--- src/rtl/adrv9001_rx_capture_ctrl.sv ---
// ADRV9001 RX capture controller: arm/trigger FSM feeding a 4-deep output FIFO.
// Optional trigger timeout enabled by defining ADRV9001_RX_CAP_TIMEOUT_EN.
module adrv9001_rx_capture_ctrl #(
  parameter int CNT_WIDTH = 16,
  parameter int TO_WIDTH  = 24
) (
  input  logic                 clk,
  input  logic                 rst,
  input  logic                 start,
  input  logic                 abort,
  input  logic                 trig_mode,
  input  logic                 trig,
  input  logic [CNT_WIDTH-1:0] num_samples,
  input  logic [31:0]          s_axis_tdata,
  input  logic                 s_axis_tvalid,
  output logic [31:0]          m_axis_tdata,
  output logic                 m_axis_tvalid,
  input  logic                 m_axis_tready,
  output logic                 m_axis_tlast,
  output logic                 busy,
  output logic                 done,
  output logic                 overflow,
  output logic [CNT_WIDTH-1:0] sample_count
`ifdef ADRV9001_RX_CAP_TIMEOUT_EN
  ,
  input  logic [TO_WIDTH-1:0]  timeout_cycles,
  output logic                 timeout
`endif
);

  typedef enum logic [1:0] {S_IDLE, S_WAIT, S_CAPT, S_DRAIN} state_t;

  localparam logic [CNT_WIDTH-1:0] CNT_ONE = {{(CNT_WIDTH-1){1'b0}}, 1'b1};

  state_t               r_state, w_next;
  logic [CNT_WIDTH-1:0] r_len;
  logic [CNT_WIDTH-1:0] r_count;
  logic                 r_ovf;
  logic                 r_done;

  logic [31:0]          r_mem [4];
  logic [3:0]           r_mem_last;
  logic [1:0]           r_wr, r_rd;
  logic [2:0]           r_cnt;

  logic w_full, w_pop, w_accept, w_drop, w_last_beat, w_start_ok, w_pop_last;
  logic w_to_expire;

  assign w_full      = (r_cnt == 3'd4);
  assign w_pop       = (r_cnt != 3'd0) && m_axis_tready;
  assign w_start_ok  = (r_state == S_IDLE) && start && !abort && (num_samples != '0);
  // A pop in the same cycle frees a slot, so a full FIFO can still accept.
  assign w_accept    = (r_state == S_CAPT) && !abort && s_axis_tvalid &&
                       (!w_full || w_pop) && (r_count != r_len);
  assign w_drop      = (r_state == S_CAPT) && !abort && s_axis_tvalid && w_full && !w_pop;
  assign w_last_beat = (r_count + CNT_ONE) == r_len;
  assign w_pop_last  = w_pop && m_axis_tlast;

`ifdef ADRV9001_RX_CAP_TIMEOUT_EN
  localparam logic [TO_WIDTH-1:0] TO_ONE = {{(TO_WIDTH-1){1'b0}}, 1'b1};
  logic [TO_WIDTH-1:0] r_to_cnt;
  logic                r_timeout;
  logic                w_to_en;

  assign w_to_en     = (timeout_cycles != '0);
  assign w_to_expire = (r_state == S_WAIT) && !trig && w_to_en &&
                       ((r_to_cnt + TO_ONE) == timeout_cycles);
  assign timeout     = r_timeout;

  always_ff @(posedge clk) begin
    if (rst) begin
      r_to_cnt  <= '0;
      r_timeout <= 1'b0;
    end else begin
      if (r_state != S_WAIT)  r_to_cnt <= '0;
      else if (w_to_en)       r_to_cnt <= r_to_cnt + TO_ONE;
      if (w_start_ok)                   r_timeout <= 1'b0;
      else if (w_to_expire && !abort)   r_timeout <= 1'b1;
    end
  end
`else
  assign w_to_expire = 1'b0;
  // TO_WIDTH only sizes the timeout hardware; keep it referenced in this build.
  if (TO_WIDTH < 1) begin : g_to_width_unused
  end
`endif

  always_ff @(posedge clk) begin
    if (rst) r_state <= S_IDLE;
    else     r_state <= w_next;
  end

  always_comb begin
    w_next = r_state;
    if (abort) begin
      w_next = S_IDLE;
    end else begin
      case (r_state)
        S_IDLE:  if (w_start_ok) w_next = trig_mode ? S_WAIT : S_CAPT;
        S_WAIT:  if (trig) w_next = S_CAPT;
                 else if (w_to_expire) w_next = S_IDLE;
        S_CAPT:  if (w_accept && w_last_beat) w_next = S_DRAIN;
        S_DRAIN: if (w_pop_last) w_next = S_IDLE;
        default: w_next = S_IDLE;
      endcase
    end
  end

  always_comb begin
    busy         = (r_state != S_IDLE);
    done         = r_done;
    overflow     = r_ovf;
    sample_count = r_count;
  end

  always_ff @(posedge clk) begin
    if (rst) begin
      r_len   <= '0;
      r_count <= '0;
      r_ovf   <= 1'b0;
      r_done  <= 1'b0;
    end else begin
      if (w_start_ok) begin
        r_len   <= num_samples;
        r_count <= '0;
        r_ovf   <= 1'b0;
      end
      if (w_accept) r_count <= r_count + CNT_ONE;
      if (w_drop)   r_ovf   <= 1'b1;
      r_done <= (r_state == S_DRAIN) && w_pop_last && !abort;
    end
  end

  // FIFO entries carry a last flag so tlast follows its sample through backpressure.
  always_ff @(posedge clk) begin
    if (rst || abort) begin
      r_wr  <= '0;
      r_rd  <= '0;
      r_cnt <= '0;
    end else begin
      if (w_accept) begin
        r_mem[r_wr]      <= s_axis_tdata;
        r_mem_last[r_wr] <= w_last_beat;
        r_wr             <= r_wr + 2'd1;
      end
      if (w_pop) r_rd <= r_rd + 2'd1;
      case ({w_accept, w_pop})
        2'b10:   r_cnt <= r_cnt + 3'd1;
        2'b01:   r_cnt <= r_cnt - 3'd1;
        default: r_cnt <= r_cnt;
      endcase
    end
  end

  assign m_axis_tvalid = (r_cnt != 3'd0);
  assign m_axis_tdata  = m_axis_tvalid ? r_mem[r_rd] : 32'd0;
  assign m_axis_tlast  = m_axis_tvalid && r_mem_last[r_rd];

endmodule

--- config.mk ---
export PLATFORM = sky130hd
export DESIGN_NAME = adrv9001_rx_capture_ctrl
export DESIGN_NICKNAME = d
export VERILOG_FILES = /design/src/rtl/adrv9001_rx_capture_ctrl.sv
export SDC_FILE = /design/constraint.sdc
export NUM_CORES = 1
export LEC_CHECK = 0
export BUFFER_PORTS_ARGS = -buffer_cell sky130_fd_sc_hd__buf_2
export CORE_MARGIN = 2
export CORE_UTILIZATION = 45
export DETAILED_ROUTE_END_ITERATION = 12
export HOLD_SLACK_MARGIN = 0.12
export PLACE_DENSITY = 0.65
export REMOVE_ABC_BUFFERS = 1
export SLEW_MARGIN = 20
export SYNTH_ARGS = -nofsm -noshare
export SYNTH_HDL_FRONTEND = slang
export SYNTH_SLANG_ARGS = --single-unit
--- constraint.sdc ---
create_clock -name clk -period 5.3 [get_ports clk]
set_input_delay 0.795 -clock clk [delete_from_list [all_inputs] [get_ports clk]]
set_output_delay 0.795 -clock clk [all_outputs]
set_load 0.02 [all_outputs]
==> summary.txt, run 1 <==
Logic synthesis
  – Post-synth EDFFs: 132
  – Yosys top cell by area: edfxtp_1
  – Avg Inst Size Synth: 14.33 sq um
  – Most used flip-flop cell after synthesis: edfxtp_1
  – Synth top area share: 51.30%
  – Synthesized area: 7726 sq um
  – Most common cell in the netlist: edfxtp_1
  – Synth cell types: 55
  – Largest cells by area after synthesis: edfxtp_1 51%, dfxtp_1 12%, mux4_2 9.6%
  – Synth warnings: 0
  – Ys async rst share: 0%
  – Register area share after synthesis: 62.96%
  – Most instantiated cells after synthesis: 132 x edfxtp_1, 45 x dfxtp_1, 45 x nor2_1
  – Cells after synthesis: 539
  – Seq cells post-synth: 177

Timing
  – Relative slew slack: 39.80%
  – Final min period: 3340 ps
  – Final hold violation count: 0
  – Max-slew violation count: 0
  – Final setup fails: 0
  – Period utilisation layout: 63.02%
  – Setup Skew: 8.562 ps
  – Fmax: 299.4 MHz
  – Actual slew at the worst max-slew pin: 902.9 ps
  – Worst hold slack: 501.1 ps
  – Setup TNS: 0 ps
  – RSZ-0062 raised after global routing: no

Floorplanning
  – DIE HEIGHT: 135.0 um
  – Chip Width: 135.0 um
  – Row count: 47
  – Io pins: 109
  – Initial core utilization: 46.26%
  – Die area: 18230 sq um
  – Placeable Area: 16700 sq um

Global route
  – Largest net degree at the start of global routing: 36
  – First-pass GRT wire length: 24.83 mm
  – Vias in the first global route: 4783
  – GRT Total Usage: 17.74%
  – Grt ovf: 0
  – Initial antenna violation count: 1

Critical path
  – Crit path DAT: 2550 ps
  – Critical Path RT: 4510 ps
  – Crit path capture type: primary output
  – Critical setup path kind: flip-flop to primary output
  – FF-to-FF Start: sample_count[1]
  – Worst-path maximum fanout: 20
  – Worst setup SP type: flip-flop

Clocking
  – TritonCTS clock tree: built
  – Clk buf depth: 2
  – Num CTS Buffers: 17
  – CTS resizes: 0
  – Post CTS Setup Buffer Count: 0
  – Clock Latency Late Sink: 420 ps
  – Clock Pin Slew Worst Setup and Hold Paths: 60 ps
  – Root Driver: clkbuf_16
  – # clock sinks: 177
  – Cts hold-fix bufs: 0
  – H-tree Lvls: 4

Power and ir drop
  – Cell Pwr Density: 300.8 nW/um^2
  – Leak pwr: 3.336 nW
  – Max rail drop VDD: 0.2289 mV

Drt
  – DRC violations left: 0
  – Overall routed net length: 15.26 mm
  – Post-route antenna net violation count: 0
  – Top sig layer: met4
  – First drt pass iteration count: 4
  – Avg Vias per Cell: 5.393
  – Vias: 4719
  – Met1 wire length: 6.858 mm
  – Iteration-0 DRC Markers: 271
  – Metal2 WL: 7.306 mm
  – WL met3: 925 um
  – DR WL/cell: 17.44 um

Hold path
  – Worst hold path class: flip-flop to flip-flop
  – Worst Min Path Start: r_cnt[2]

Placed design
  – Port bufs: 108
  – Placer Congestion: 0.8489
  – Post-DP HPWL: 10.32 mm

Run
  – Max-cap violations: 0

Outcome
  – Status: complete, no violations

Layout
  – Nets: 709
  – Layout cells sized above 1: 30.02%
  – P&R area growth vs syn: 16.19%
-- logic make-up (layout without fill, tap and decap cells) --
family                     Yosys count  after routing  synth area share (%)
and+or+nand+nor                    169            169                 12.57
xor gates and xnor gates            29             29                 3.385
adders and majority gates           12             12                 2.040
other                                0              2                     0
AOI/OAI and AO/OA                   59             59                 4.778
muxes                               52             52                 12.08
buffers and inverters               41            155                 2.186
DFF                                177            177                 62.96
-- area by class of cell --
cell class	instances	area [sq um]
diodes	2	5.005
clock buffers	19	432.9
clock inverters	12	83.83
fillers	1410	7724
inverters	12	45.04
multi-input cells	321	2698
flip-flops and latches	177	4867
well taps	220	275.3
repair buffers	112	570.5
-- where the power goes --
group	leakage [nW]	internal [mW]	switching [mW]
clock	0.251	0.598	0.502
sequential	1.56	1.49	0.00784
combinational	1.53	0.0415	0.0578
-- worst max-delay path, cell delays in order, from the launching register on --
cell	delay [ps]
dfxtp_2	810
buf_4	410
mux4_2	530
and2_1	200
buf_2	160
-- routing by layer --
metal	up-vias	global-route usage (%)
met3	17	5.068
met2	137	28.82
met4	0	4.977
met5	-	0
li1	2238	-
met1	2327	23.52
-- worst paths after layout --
path                           to  depth (start not counted)  slack, ps
setup / recovery  m_axis_tdata[8]                          4       1960
hold / removal           r_cnt[2]                          2        500
setup reg to reg       r_state[1]                          8       2410
hold reg to reg          r_cnt[2]                          2        500
-- registers in the layout, indices dropped and copies added, names as in the netlist, named ones only --
signal        flops
r_mem           128
r_len            16
sample_count     16
r_mem_last        4
r_cnt             3
r_rd              2
r_state           2
r_wr              2
done              1
overflow          1
-- metrics by stage --
stage / std cells / setup WS [ps] / power, mW / instance area (sq um) / utilization, %
CTS: 873 / 1855 / 2.726 / 8972 / 53.72
global placement: 842 / 2312 / 1.625 / 8456 / 50.63
global route: 873 / 1730 / 2.790 / 8972 / 53.72
floorplan: 510 / 2100 / 1.580 / 7602 / -
finish: 875 / 1960 / 2.700 / 8977 / 53.75
detailed placement: 842 / 2253 / 1.631 / 8456 / 50.63
-- placed cells by master, fill, tap and decap left out, types with 4 or more instances in the layout --
master | synthesis | final
dfxtp_1 | 45 | 43
buf_4 | 1 | 4
and2_1 | 40 | 36
nor4_1 | 7 | 7
and2_2 | 0 | 4
mux2i_1 | 19 | 19
nor2_1 | 45 | 45
or3_1 | 11 | 11
ha_1 | 11 | 11
nor2b_1 | 6 | 6
edfxtp_1 | 132 | 132
buf_2 | 9 | 108
o211ai_1 | 4 | 4
nand4_1 | 5 | 5
nor3_1 | 5 | 5
xnor2_1 | 11 | 11
clkbuf_16 | 0 | 17
nand3_1 | 9 | 9
xor2_1 | 17 | 17
nand2_1 | 13 | 13
inv_1 | 12 | 12
o21ai_0 | 16 | 16
a21oi_1 | 23 | 23
mux4_2 | 33 | 33
(Power assumes the default switching activity.)
==> run 2, diff against run 1 <==
clock period = 3.3 ns   (was 5.3 ns; I/O delays follow)
==> summary.txt, run 2 (synthesis gave the netlist of run 1 again) <==
Outcome
  – Status: complete, no violations

Timing
  – Max-slew violation count: 0 (unchanged)
  – Final min period: 2856 ps
  – Period utilisation layout: 86.55%
  – Final WS setup: 443.7 ps (-1516 ps)
  – Fmax: 350.1 MHz
  – Relative slew slack: 40.09% (+0.29 points)
  – Setup Skew: 11.94 ps (+3.381 ps)
  – Final setup fails: 0 (unchanged)
  – Worst hold slack: 280.9 ps (-220.2 ps)
  – Setup TNS: 0 ps (unchanged)
  – Final hold violation count: 0 (unchanged)
  – RSZ-0062 raised after global routing: no
  – Actual slew at the worst max-slew pin: 898.6 ps (-4.325 ps)

Placed design
  – Post-DP HPWL: 10.74 mm (+4.0%)
  – Inst Count DP: 848 (+0.71%)
  – DP Worst Slack: 460.1 ps (-1793 ps)
  – Port bufs: 108 (unchanged)
  – Placer Congestion: 0.8568 (+0.93%)

Layout
  – Commonest non-fill, non-tap cell in the layout: edfxtp_1
  – Final std cells w/o fill: 881 (+0.69%)
  – Fill count: 1405 (-0.35%)
  – Layout cells sized above 1: 31.06% (+1.0 points)
  – Largest register FFs: 128 (unchanged)
  – Nets: 715 (+0.85%)
  – P&R area growth vs syn: 18.20%
  – Largest reg by FF count: r_mem
  – Area of the multi-input gates: 2698 sq um (unchanged)
  – Most frequent cells in the layout: 132 x edfxtp_1, 108 x buf_2, 45 x nor2_1
  – Register Area: 4867 sq um (unchanged)

Floorplanning
  – DIE HEIGHT: 135.0 um (unchanged)
  – Die area: 18230 sq um (unchanged)
  – Placeable Area: 16700 sq um (unchanged)
  – Initial core utilization: 46.26% (unchanged)
  – Chip Width: 135.0 um (unchanged)
  – Io pins: 109 (unchanged)
  – Row count: 47 (unchanged)

Clocking
  – Clock Pin Slew Worst Setup and Hold Paths: 70 ps (about the same)
  – TritonCTS clock tree: built
  – CTS resizes: 0 (unchanged)
  – H-tree Lvls: 4 (unchanged)
  – Cts hold-fix bufs: 0 (unchanged)
  – # clock sinks: 177 (unchanged)
  – Clock Latency Late Sink: 430 ps (about the same)
  – Clk buf depth: 2 (unchanged)
  – Post CTS Setup Buffer Count: 0 (unchanged)
  – Num CTS Buffers: 17 (unchanged)
  – Root Driver: clkbuf_16

Global route
  – GRT Total Usage: 18.13% (+0.39 points)
  – First-pass GRT wire length: 25.23 mm (+1.6%)
  – Initial antenna violation count: 1 (unchanged)
  – Largest net degree at the start of global routing: 37 (+2.8%)
  – Vias in the first global route: 4884 (+2.1%)
  – Grt ovf: 0 (unchanged)

Critical path
  – Worst-path maximum fanout: 11 (-45%)
  – Worst R2R Setup Slack: 440 ps (-1970 ps)
  – Critical setup path kind: flip-flop to flip-flop
  – Crit path DAT: 3160 ps (+610 ps)
  – Worst setup SP type: flip-flop
  – Crit path capture type: flip-flop
  – Critical Path RT: 3610 ps (-900 ps)

Power and ir drop
  – Cell Pwr Density: 491.5 nW/um^2 (+63%)
  – Design Power: 4.488 mW (+66%)
  – Leak pwr: 3.407 nW (+2.1%)
  – Max rail drop VDD: 0.3683 mV (+61%)

Drt
  – Post-route antenna net violation count: 0 (unchanged)
  – DR WL/cell: 17.85 um (+2.4%)
  – DRC violations left: 0 (unchanged)
  – Avg Vias per Cell: 5.359 (-0.64%)
  – Overall routed net length: 15.73 mm (+3.1%)
  – Vias: 4721 (+0.042%)
  – First drt pass iteration count: 4 (unchanged)
  – Iteration-0 DRC Markers: 327 (+21%)

Run
  – Max-cap violations: 0 (unchanged)

Hold path
  – Worst hold path class: input port to flip-flop
[run 2: cell types whose count changed in the layout (fill, tap and decap cells not counted), sizes merged]
| cell | before | now |
|---|---|---|
| clkinv | 6 | 9 |
| bufinv | 0 | 1 |
| clkbuf | 19 | 17 |
| clkinvlp | 2 | 1 |
| buf | 112 | 118 |
| diode | 2 | 1 |
[run 2: path summary, 6_finish.rpt]
path	start	end	cells after the start
worst max-delay path	sample_count[2]	r_state[1]	7
worst max register to register	sample_count[2]	r_state[1]	7
worst min-delay path	s_axis_tdata[24]	r_mem[2][24]	1
worst min register to register	r_cnt[2]	r_cnt[2]	2
[run 2: final cells by class]
type,instances,share of cell area [%]
Antenna cell,1,0.02740
Clock buffer,17,4.658
Clock inverter,15,1.685
Inverter,12,0.4932
Multi-Input combinational cell,321,29.54
Sequential cell,177,53.29
Tap cell,220,3.014
Timing Repair Buffer,118,7.289
[run 2: critical path, stage by stage, from the launching register on]
cell and delay, ps:
dfxtp_1 560, nand4_4 250, nor4_1 550, xor2_1 120
or3_1 380, a2111oi_4 540, and2b_1 230, o211ai_1 110
[run 2: metal layers]
layer / vias up / global-route usage (%) / routed length [um]
li1: 2246 / - / -
met4: 0 / 6.424 / 116
met5: - / 0 / 0
met3: 11 / 4.279 / 853
met2: 140 / 29.58 / 7670
met1: 2324 / 23.95 / 7089
[run 2: report_power, final]
group	internal [mW]	switching, mW
Combinational	0.0676	0.0941
Sequential	2.40	0.0131
Clock	1.06	0.856
[run 2: per-stage QoR]
| step | util [%] | area (sq um) |
|---|---|---|
| 5_1_grt | 54.67 | 9130 |
| 4_1_cts | 54.67 | 9130 |
| 3_3_place_gp | 51.20 | 8551 |
| 6_report | 54.68 | 9133 |
| 3_5_place_dp | 51.20 | 8551 |
| 2_1_floorplan | - | 7602 |
